--- config.mk ---
export PLATFORM = sky130hd
export DESIGN_NAME = warp_barrier_unit
export DESIGN_NICKNAME = d
export VERILOG_FILES = /design/src/rtl/warp_barrier_unit.sv
export SDC_FILE = /design/constraint.sdc
export NUM_CORES = 1
export LEC_CHECK = 0
export ABC_AREA = 1
export CAP_MARGIN = 20
export CORE_MARGIN = 4
export CORE_UTILIZATION = 40
export DETAILED_ROUTE_END_ITERATION = 6
export PLACE_DENSITY = 0.67
export SLEW_MARGIN = 10
export SYNTH_ARGS = -nofsm -noshare
export SYNTH_HDL_FRONTEND = slang
export SYNTH_SLANG_ARGS = --single-unit
--- constraint.sdc ---
create_clock -name clk -period 2.47 [get_ports clk]
set_input_delay 0.494 -clock clk [delete_from_list [all_inputs] [get_ports clk]]
set_output_delay 0.494 -clock clk [all_outputs]
set_load 0.005 [all_outputs]
--- src/rtl/warp_barrier_unit.sv ---
// Warp barrier unit: tracks per-barrier arrival masks, stalls arriving warps and
// releases them on local completion or on the cluster response for global barriers.
module warp_barrier_unit #(
  parameter int NUM_WARPS    = 4,
  parameter int NUM_BARRIERS = 4,
  parameter int NUM_CORES    = 4,
  parameter int NW_WIDTH     = (NUM_WARPS > 1) ? $clog2(NUM_WARPS) : 1,
  parameter int NB_WIDTH     = (NUM_BARRIERS > 1) ? $clog2(NUM_BARRIERS) : 1,
  parameter int SZ_WIDTH     = (NW_WIDTH > $clog2(NUM_CORES)) ? NW_WIDTH : $clog2(NUM_CORES)
) (
  input  logic                 clk,
  input  logic                 reset,
  input  logic                 req_valid,
  output logic                 req_ready,
  input  logic [NW_WIDTH-1:0]  req_wid,
  input  logic [NB_WIDTH-1:0]  req_id,
  input  logic                 req_is_global,
  input  logic [SZ_WIDTH-1:0]  req_size_m1,
  input  logic                 req_is_noop,
  input  logic [NUM_WARPS-1:0] active_warps,
  output logic [NUM_WARPS-1:0] stalled_warps,
  output logic                 unlock_valid,
  output logic [NUM_WARPS-1:0] unlock_mask,
  output logic                 gbar_req_valid,
  output logic [NB_WIDTH-1:0]  gbar_req_id,
  output logic [SZ_WIDTH-1:0]  gbar_req_size_m1,
  input  logic                 gbar_req_ready,
  input  logic                 gbar_rsp_valid,
  input  logic [NB_WIDTH-1:0]  gbar_rsp_id,
  output logic                 dup_err
);

  localparam logic [1:0] G_IDLE    = 2'd0;
  localparam logic [1:0] G_COLLECT = 2'd1;
  localparam logic [1:0] G_SENT    = 2'd2;

  logic [NUM_WARPS-1:0] lmask   [NUM_BARRIERS];
  logic [NUM_WARPS-1:0] gmask   [NUM_BARRIERS];
  logic [1:0]           gstate  [NUM_BARRIERS];
  logic [NUM_WARPS-1:0] lmask_d [NUM_BARRIERS];
  logic [NUM_WARPS-1:0] gmask_d [NUM_BARRIERS];
  logic [1:0]           gstate_d[NUM_BARRIERS];

  logic                 greq_valid_d;
  logic [NB_WIDTH-1:0]  greq_id_d;
  logic [SZ_WIDTH-1:0]  greq_size_d;
  logic                 unlock_valid_d;
  logic [NUM_WARPS-1:0] unlock_mask_d;
  logic                 dup_d;
  logic [NUM_WARPS-1:0] stalled_d;
  logic [NUM_WARPS-1:0] wid_oh;
  logic [NUM_WARPS-1:0] gmask_new;
  logic                 accept;

  assign req_ready = !gbar_req_valid;
  assign accept    = req_valid && req_ready;

  // NOTE: every always_comb output gets a default before any branch so no latch is inferred.
  always_comb begin
    lmask_d        = lmask;
    gmask_d        = gmask;
    gstate_d       = gstate;
    greq_valid_d   = gbar_req_valid;
    greq_id_d      = gbar_req_id;
    greq_size_d    = gbar_req_size_m1;
    unlock_valid_d = 1'b0;
    unlock_mask_d  = '0;
    dup_d          = 1'b0;
    wid_oh         = NUM_WARPS'(1) << req_wid;
    gmask_new      = gmask[req_id] | wid_oh;

    if (accept && !req_is_noop) begin
      if (!req_is_global) begin
        if (((lmask[req_id] | gmask[req_id]) & wid_oh) != '0) begin
          dup_d = 1'b1;
        end else if ($countones(lmask[req_id]) == 32'(req_size_m1)) begin
          unlock_valid_d   = 1'b1;
          unlock_mask_d    = lmask[req_id] | wid_oh;
          lmask_d[req_id]  = '0;
        end else begin
          lmask_d[req_id]  = lmask[req_id] | wid_oh;
        end
      end else begin
        gmask_d[req_id] = gmask_new;
        if (gstate[req_id] == G_IDLE) gstate_d[req_id] = G_COLLECT;
        // A SENT barrier already has its core-level request in flight.
        if (gstate[req_id] != G_SENT && (gmask_new & active_warps) == active_warps) begin
          greq_valid_d = 1'b1;
          greq_id_d    = req_id;
          greq_size_d  = req_size_m1;
        end
      end
    end

    if (gbar_req_valid && gbar_req_ready) begin
      greq_valid_d          = 1'b0;
      gstate_d[gbar_req_id] = G_SENT;
    end

    // Response uses the registered state, so a same-cycle handshake is not yet SENT.
    if (gbar_rsp_valid && gstate[gbar_rsp_id] == G_SENT) begin
      unlock_valid_d        = 1'b1;
      unlock_mask_d         = unlock_mask_d | gmask[gbar_rsp_id];
      gmask_d[gbar_rsp_id]  = '0;
      gstate_d[gbar_rsp_id] = G_IDLE;
    end

    stalled_d = '0;
    for (int b = 0; b < NUM_BARRIERS; b++) stalled_d = stalled_d | lmask_d[b] | gmask_d[b];
  end

  // NOTE: the mask arrays are small flop banks, not RAM, and must be cleared so pending barriers are discarded.
  always_ff @(posedge clk or posedge reset) begin
    if (reset) begin
      for (int b = 0; b < NUM_BARRIERS; b++) begin
        lmask[b]  <= '0;
        gmask[b]  <= '0;
        gstate[b] <= G_IDLE;
      end
      gbar_req_valid   <= 1'b0;
      gbar_req_id      <= '0;
      gbar_req_size_m1 <= '0;
      stalled_warps    <= '0;
      unlock_valid     <= 1'b0;
      unlock_mask      <= '0;
      dup_err          <= 1'b0;
    end else begin
      // NOTE: sequential state uses non-blocking assignment so all registers update together.
      lmask            <= lmask_d;
      gmask            <= gmask_d;
      gstate           <= gstate_d;
      gbar_req_valid   <= greq_valid_d;
      gbar_req_id      <= greq_id_d;
      gbar_req_size_m1 <= greq_size_d;
      stalled_warps    <= stalled_d;
      unlock_valid     <= unlock_valid_d;
      unlock_mask      <= unlock_mask_d;
      dup_err          <= dup_d;
    end
  end

endmodule

==> After elaboration in Yosys (flattened, before gate mapping) <==
Index checks and enable logic that the tools add are counted.
W data, S select, Z words.
{ "word_totals": {"ff_bits": 55} }
{ "classes": {"n_addsub": 3, "magnitude_cmp": 6, "n_eq_ne": 4, "n_shift": 1, "n_mux": 56, "bitwise_logic": 28, "n_reduce_logical": 17} }
{ "op_table": {"columns": ["cell", "n"], "rows": [
  ["$mux W16", 7],
  ["$mux W4", 13],
  ["$or A4 B4 Y4", 13],
  ["$mux W8", 5],
  ["$and A16 B16 Y16", 2],
  ["$bwmux W16", 2],
  ["$not A16 Y16", 2],
  ["$bmux W4 S2", 3],
  ["$and A4 B4 Y4", 4],
  ["$demux W4 S2", 2],
  ["$mux W2", 7],
  ["$demux W2 S2", 3],
  ["$mux W1", 12],
  ["$ge A3 B3 Y1 const B", 3],
  ["$lt A3 B1 Y1 const B", 3],
  ["$not A2 Y3", 3],
  ["$and A8 B8 Y8", 1],
  ["$bmux W2 S2", 2],
  ["$logic_and A1 B1 Y1", 8],
  ["$not A4 Y4", 2],
  ["$not A8 Y8", 1],
  ["$reduce_and A3 Y1", 2],
  ["$reduce_bool A2 Y1", 3],
  ["$add A1 B1 Y2", 2],
  ["9 further kinds", 10]
]} }

==> Logic depth before layout (Yosys ltp) <==
Gate-level depths: netlist of the first run.
{ "depth": {"word_depth": 18, "mapped_depth": 18, "depth_no_buf": 17} }

==> Least setup slack after synthesis of the first run <==
Ideal clock, no wire load.
{ "synth_path": {"path_type": "input to register", "startpoint": "input req_id[1]", "endpoint": "register stalled_warps[0]", "setup_time_ns": 0.125, "t_arrival_ns": 2.760, "t_required_ns": 2.345, "slack_ns": -0.415, "path_stages": 18, "n_path_buf": 2, "path_cell_list": "buf_6 buf_6 nand3_2 nand2_1 nor2_1 inv_1 fa_1 ha_1 ha_1 nor2_1 nor3_1 nand2_1 nand2_1 nor2_1 nand3_1 nand2_1 nor2_1 nand3_1"} }
{ "synth_lines": {"columns": ["element", "line_no", "source"], "rows": [
  ["start, declared", "16", "input logic [NB_WIDTH-1:0] req_id,"],
  ["end signal, assigned", "135", "stalled_warps <= stalled_d;"],
  ["end, declared", "21", "output logic [NUM_WARPS-1:0] stalled_warps,"]
]} }

==> metrics.md, run 1 <==
| Metric | Value |
|---|---|
| TNS Setup | -4.77 ns |
| Largest net degree at the start of global routing | 32 |
| WL final | 10600 um |
| Most used DFF post-synth | dfrtp_1 |
| R2r setup slk | -0.32 ns |
| Mean routed wirelength per cell | 15.5 um |
| Nets | 603 |
| Peak VDD IR | 0.543 mV |
| Util after Layout | approximately 60% |
| DP HPWL | roughly 8000 um |
| RSZ-0062 raised after global routing | true |
| Clock insertion delay at the later pin of the skew report | just over 0.3 ns |
| Synthesized area | 3240 um^2 |
| Post-synthesis simple-gate area fraction | approximately 38% |
| Metal2 WL | slightly below 5000 um |
| First drt pass iteration count | 5 |
| Tcrit/Tclk final | 114% |
| Max-Cap Viols | 0 |
| Yosys synthesis warning count | 0 |
| Count of cell types in the netlist | 32 |
| Mux share of post-synthesis cell area | 0% |
| P per Cell Area | slightly above 1000 nW/um^2 |
| Port buffer count | 34 |
| Synth Area per Inst | 7.12 um^2 |
| Status | finished, violations left |
| Synth Area in Adders | 1.39% |
| Reg area | 1380 um^2 |
| Failing checks | setup timing |
| P_leak | around 2.5 nW |
| Die ar. | 9600 um^2 |
| GRT Util Overall | 21.5% |
| Post-synth EDFFs | 0 |
| Clk slew on worst S/H paths | 0.10 ns |
| Vias/cell | ~5.1 |
| # rows | 32 |
| Area leader, netlist | dfrtp_1 |
| Global placement routability congestion | 0.957 |
| Starting DRC count in detailed routing | 300 |
| H-tree Lvls | 2 |
| Seq/Total Area, Yosys | 42.5% |
| Area growth, synth to finish | 46.3% |
| DRC viols | 0 |
| CTS tree | done |
| Hold Crit Class | reg -> reg |
| Die X | approximately 98 um |
| CP required | 2.67 ns |
| Top Metal Used | met4 |
| Ys async rst share | 100% |
| Xor/xnor share of the synthesized area | less than 1% |
| Synth Area in Compound Gates | 7.96% |
| Crit Path Max Fanout | 8 |
| CP Class | in -> reg |
| Min Clock Period, post-route | 2.80 ns |
| Core box area | around 8000 um^2 |
| Vias in the first global route | between 3000 and 4000 |
| Critical path arrival | roughly 3 ns |
| Num ports | 35 |
| Slew Limit Fails | 0 |
| Die span in y | around 100 um |
| Root Buffer | clkbuf_8 |
| Starting Density | between 40% and 50% |
| Met3 wire length | 841 um |
| Final ANT Viol Nets | 0 |
| Worst setup EP type | register |
| Hold depth | 2 |
| Layout cell share with drive strength beyond 1 | 30.2% |
| Pre-CTS setup slack | -1.21 ns |
| Area occupied by multi-input gates | 1780 um^2 |
| Num CTS Buffers | 5 |
| Final Hold Fails | 0 |
| Synth top area share | 42.5% |
| Ant diodes | 0 |
| Post-synthesis register bit count | 55 |
| Area contributors post-synth | dfrtp_1 42%, nand2_1 18%, nand3_1 8.3%, inv_1 6.8%, nor2_1 5.0% |
| Slew @ Worst Pin | 0.485 ns |
| Max-slew headroom | 67.6% |
| Longest Clk Path Bufs | 2 |
| Via count | about 3500 |
| Fillers | 705 |
| Synth Instances | 455 |
| CTS Sinks | 55 |
| Syn nets | approximately 480 |
| M1 WL | 4630 um |
| Grt total ovfl | 0 |
| Setup Skew | about 0.0054 ns |
| Initial antenna violation count | 0 |
| CP Launch Type | primary input |
| Register-to-Register Path Depth | 16 |
| Final setup vio count | 25 |
| PnR worst setup slack | -0.335 ns |
| First-pass GRT wire length | 16500 um |
| Largest family of logic cells by synthesized area | simple AND/OR/NAND/NOR gates |
| Fmax | approximately 360 MHz |
-- per-stage QoR --
step	hold slack (ns)	cells	power, mW	cell area [um^2]
after floorplan	0.463	455	2.67	3270
after global placement	0.470	662	3.67	4270
after detailed placement	0.467	662	3.70	4270
after CTS	0.504	677	4.51	4520
after global routing	0.538	684	5.11	4740
final	0.499	684	4.77	4740
-- layer usage --
metal	vias to the layer above	track usage, %
li1	1697	-
met1	1629	30.2
met2	160	34.3
met3	17	4.00
met4	0	5.75
met5	-	0
-- synthesized netlist by cell type, types with 2 or more instances --
master and count:
nand2_2 3, ha_1 2, nand2_1 152, o22ai_1 9
nor2_2 9, a22o_1 2, dfrtp_1 55, o21ai_1 3
a21oi_1 5, clkinv_1 3, o21ai_0 9, inv_2 4
nor3_1 5, nor2_4 2, a221oi_1 4, inv_1 59
o21ai_2 2, buf_6 5, nand3_1 54, o21a_1 4
nand3_2 2, nand4_1 10, nor2_1 43
-- report_power, final --
group          leakage, nW  internal, mW  switching [mW]
logic                 1.72          1.23            1.35
registers            0.706          1.26           0.290
clock network       0.0612         0.329           0.309
-- what timing repair did --
item | 4_1_cts | 5_1_grt
pin swaps | 38 | 30
hold buffers | 0 | 0
setup endpoints to repair | 25 | 25
buffers inserted | 6 | 7
gates cloned | 1 | 0
resized for setup | 34 | 43
-- sequential cells by signal, summed over array words and instances (netlist names) --
register	cells
unlock_valid	1
gbar_req_size_m1	2
gbar_req_id	2
dup_err	1
unlock_mask	4
lmask	16
gstate	8
gmask	16
stalled_warps	4
gbar_req_valid	1
-- cells by family (layout without fill, tap and decap cells) --
kind of cell | count (synthesis) | after routing
simple gates | 281 | 281
compound gates | 40 | 40
xor+xnor | 1 | 1
buf+inv | 75 | 202
fa+ha+maj | 3 | 3
flops | 55 | 55
-- layout make-up --
cell class              count  area share (%)
multi-input cells         325            37.5
flip-flops and latches     55            29.0
repair buffers            127            22.9
inverters                  67            5.36
well taps                 102            2.69
clock buffers               6            1.74
clock inverters             2           0.739
-- cells in the final DEF (no fill, tap or decap), drive strengths merged --
cell type,instances
xor2,1
a21boi,1
dfrtp,55
nor3,5
o22ai,9
clkdlybuf4s50,32
a22o,2
fa,1
nor2,54
nand2,155
nand4,10
ha,2
a21oi,6
o21ai,14
clkinv,4
a221oi,4
o21a,4
buf,95
nand3,57
inv,64
bufinv,1
clkbuf,6
-- path summary, 6_finish.rpt --
path                                                       from                               to
worst max-delay path                                  req_id[1]       stalled_warps[0]$_DFF_PP0_
min in group asynchronous                                 reset              lmask[15]$_DFF_PP0_
worst max register to register               lmask[9]$_DFF_PP0_       stalled_warps[0]$_DFF_PP0_
worst min-delay path            gbar_req_size_m1[0]$_DFFE_PP0P_  gbar_req_size_m1[0]$_DFFE_PP0P_
max in group asynchronous                                 reset              gmask[13]$_DFF_PP0_
worst min register to register  gbar_req_size_m1[0]$_DFFE_PP0P_  gbar_req_size_m1[0]$_DFFE_PP0P_
-- worst max-delay path, stage by stage --
cell     delay (ns)
buf_8          0.10
buf_6          0.11
buf_8          0.14
nand3_4        0.07
nand2_4        0.06
nor2_4         0.12
inv_2          0.06
fa_1           0.48
ha_2           0.20
ha_4           0.28
nor2_4         0.04
nor3_4         0.21
nand2_4        0.12
nand2_4        0.12
nor2_1         0.05
nand3_1        0.07
nand2_1        0.09
nor2_1         0.11
nand3_1        0.08
Note: power is estimated with default switching activity, not from simulation.
==> inputs of run 2 (changes only) <==
- CTS_CLUSTER_DIAMETER: not set -> 30
==> results of run 2 <==
No change in the layout: final DEF, timing and power equal those of run 1.
==> inputs of run 3 (changes only) <==
- ABC_AREA: 1 -> 0
==> run 3 against run 2 <==
- the flow still finishes with violations (setup timing)
- power shrank 5.3%
- register-to-register slack lost 0.58 ns
- core utilization up 2.9 points
- clock skew rose by 0.0015 ns
- critical path depth shrank 11
- clock power down 0.8%
- non-clock buffer count is 14 higher
- die area decreased by 3.2%
- wire length shrank 7.3%
- final area decreased by 0.50%
- global-route usage rose by 0.22 points
- highest routed layer unchanged
==> metrics.md, run 3 <==
| Metric | Value |
|---|---|
| Logic depth of the worst path, buffers included | 8 (-11) |
| Max-slew headroom | 56.8% (-11 points) |
| P per Cell Area | 959 nW/um^2 (-4.8%) |
| Area leader, netlist | dfrtp_1 |
| Failing checks | setup timing |
| Syn nets | 302 (-37%) |
| Reg area | 1380 um^2 (unchanged) |
| Final ANT Viol Nets | 0 (unchanged) |
| Count of cell types in the netlist | 58 (+81%) |
| Num ports | 35 (unchanged) |
| DP HPWL | 7090 um (-9.6%) |
| Max-Cap Viols | 0 (unchanged) |
| CP required | 2.66 ns (about the same) |
| Top-count cell post-synth | dfrtp_1 |
| Final setup vio count | 25 (unchanged) |
| Grt total ovfl | 0 (unchanged) |
| Critical path buffers and inverters | 0 (-4) |
| CP Launch Type | register |
| RSZ-0062 raised after global routing | true |
| Register-to-Register Path Depth | 8 (-8) |
| Tcrit/Tclk final | 136% (+23 points) |
| Ys async rst share | 100% (unchanged) |
| Worst path cell trace | mux4_2, fa_1, ha_2, ha_4, xor2_4, o32a_1, mux2_4, or4b_1 |
| Clk slew on worst S/H paths | 0.11 ns (about the same) |
| Synth top area share | 44.0% (+1.5 points) |
| Num CTS Buffers | 5 (unchanged) |
| Highest-delay cell along the critical path | fa_1 |
| Area growth, synth to finish | 50.7% |
| Slew @ Worst Pin | 0.647 ns (+0.163 ns) |
| Peak VDD IR | 0.507 mV (-6.7%) |
| Util after Layout | 63.6% (+2.9 points) |
| H-tree Lvls | 2 (unchanged) |
| Pwr Total | 4.52 mW (-5.3%) |
| Area contributors post-synth | dfrtp_1 44%, mux4_2 10%, mux2_2 4.3%, a31oi_1 4.2%, nor2_1 4.2% |
| Yosys synthesis warning count | 0 (unchanged) |
| Die X | 96.4 um (-1.6%) |
| Final Hold Fails | 0 (unchanged) |
| Crit Path Max Fanout | 4 (-4) |
| Status | finished, violations left |
| Nets | 433 (-28%) |
| Max incr delay on CP | 0.57 ns (+0.09 ns) |
| WL final | 9810 um (-7.3%) |
| P_leak | 2.15 nW (-14%) |
| DRC viols | 0 (unchanged) |
| PnR worst setup slack | -0.900 ns (-0.565 ns) |
| Layout cell share with drive strength beyond 1 | 45.1% (+15 points) |
| Die ar. | 9300 um^2 (-3.2%) |
| Largest registers | gmask (16), lmask (16), gstate (8) |
| CP top delay family | adder cells |
| Fillers | 563 (-20%) |
| Hold-fix buffer count after cts | 0 (unchanged) |
| GRT Util Overall | 21.8% (+0.22 points) |
| Area occupied by multi-input gates | 1860 um^2 (+4.7%) |
| Root Buffer | clkbuf_8 |
| First-pass GRT wire length | 15200 um (-7.7%) |
| Synthesized area | 3130 um^2 (-3.4%) |
| Die span in y | 96.4 um (-1.6%) |
| Commonest cells after routing, fill and taps aside | 95 x buf_4, 55 x dfrtp_1, 32 x nor2_1, 32 x clkdlybuf4s50_1, 21 x a31oi_1 |
| Synth Area per Inst | 11.2 um^2 (+57%) |
| Setup Skew | 0.00689 ns (+0.00153 ns) |
| Starting Density | 42.2% (+0.73 points) |
| Clock insertion delay at the later pin of the skew report | 0.31 ns (about the same) |
| Ant diodes | 0 (unchanged) |
| Largest net degree at the start of global routing | 35 (+9.4%) |
| Min Clock Period, post-route | 3.37 ns (+0.565 ns) |
| Post-synth EDFFs | 0 (unchanged) |
| Vias in the first global route | 2988 (-10%) |
| Most used DFF post-synth | dfrtp_1 |
| Hold Crit Class | in -> async |
| TNS Setup | -11.71 ns (-6.94 ns) |
| Post-synthesis register bit count | 55 (unchanged) |
| Pre-CTS setup slack | -1.65 ns (-0.439 ns) |
| First drt pass iteration count | 5 (unchanged) |
| Port buffer count | 34 (unchanged) |
| CTS Sinks | 55 (unchanged) |
| Synth Instances | 280 (-38%) |
| # rows | 31 (-3.1%) |
| Core box area | 7410 um^2 (-5.1%) |
| Worst setup EP type | register |
| Commonest non-fill, non-tap cell in the layout | buf_4 |
| Via count | 2969 (-15%) |
| Longest Clk Path Bufs | 2 (unchanged) |
| Mean routed wirelength per cell | 19.2 um (+24%) |
| Vias/cell | 5.81 (+13%) |
| Global placement routability congestion | 0.886 (-7.5%) |
| CTS tree | done |
| Seq/Total Area, Yosys | 44.0% (+1.5 points) |
| Initial antenna violation count | 0 (unchanged) |
| Starting DRC count in detailed routing | 225 (-25%) |
| Slew Limit Fails | 0 (unchanged) |
| Commonest cells in the netlist | 55 x dfrtp_1, 35 x nor2_1, 21 x a31oi_1 |
| CP Class | reg -> reg |
| Fmax | 297 MHz (-17%) |
| Critical path arrival | 3.56 ns (+0.55 ns) |
## run 3: final timing paths
check | slack [ns] | startpoint | endpoint
setup / recovery | -0.90 | lmask[7]$_DFF_PP0_ | stalled_warps[1]$_DFF_PP0_
hold / removal | 0.50 | reset | dup_err$_DFF_PP0_
setup reg to reg | -0.90 | lmask[7]$_DFF_PP0_ | stalled_warps[1]$_DFF_PP0_
hold reg to reg | 0.52 | gbar_req_size_m1[0]$_DFFE_PP0P_ | gbar_req_size_m1[0]$_DFFE_PP0P_
max in group asynchronous | 1.43 | reset | gmask[12]$_DFF_PP0_
min in group clk | 0.52 | gbar_req_size_m1[0]$_DFFE_PP0P_ | gbar_req_size_m1[0]$_DFFE_PP0P_
## run 3: through the flow
stage	instance area [um^2]	hold WS, ns	std cells
3_5_place_dp	4290	0.497	490
3_3_place_gp	4290	0.492	490
2_1_floorplan	3220	0.470	280
4_1_cts	4560	0.527	509
5_1_grt	4710	0.552	511
6_report	4710	0.499	511
## run 3: repair_timing
item / in CTS / in global routing
gates resized for setup: 22 / 25
cloned: 0 / 0
setup buffers: 11 / 5
endpoints found under the setup margin: 30 / 33
pin swaps: 15 / 9
## run 3: metal layers
layer,global-route usage (%),vias up,share of wire [%]
met5,0,-,0
met4,10.4,0,4.8
met3,2.63,40,5.7
met2,35.1,137,48
met1,29.2,1467,42
li1,-,1325,-
## run 3: logic make-up after synthesis
| family | after synthesis | share of synthesized area, % |
|---|---|---|
| AOI/OAI and AO/OA | 59 | 13.5 |
| xor gates and xnor gates | 2 | 0.560 |
| adders and majority gates | 3 | 1.44 |
| buffers and inverters | 28 | 4.80 |
| DFF | 55 | 44.0 |
| muxes | 30 | 15.8 |
| and+or+nand+nor | 103 | 19.8 |
## run 3: final cells by class
type                            count  area share, %
Multi-Input combinational cell    197           39.5
Timing Repair Buffer              141           25.3
Inverter                           11          0.876
Sequential cell                    55           29.2
Clock inverter                      3           1.01
Clock buffer                        5           1.46
Tap cell                           99           2.63
## run 3: power by group
group	leakage (nW)	total (mW)	switching, mW	internal (mW)
clock	0.0587	0.632	0.324	0.308
combinational	1.39	2.42	1.06	1.36
sequential	0.704	1.47	0.246	1.23
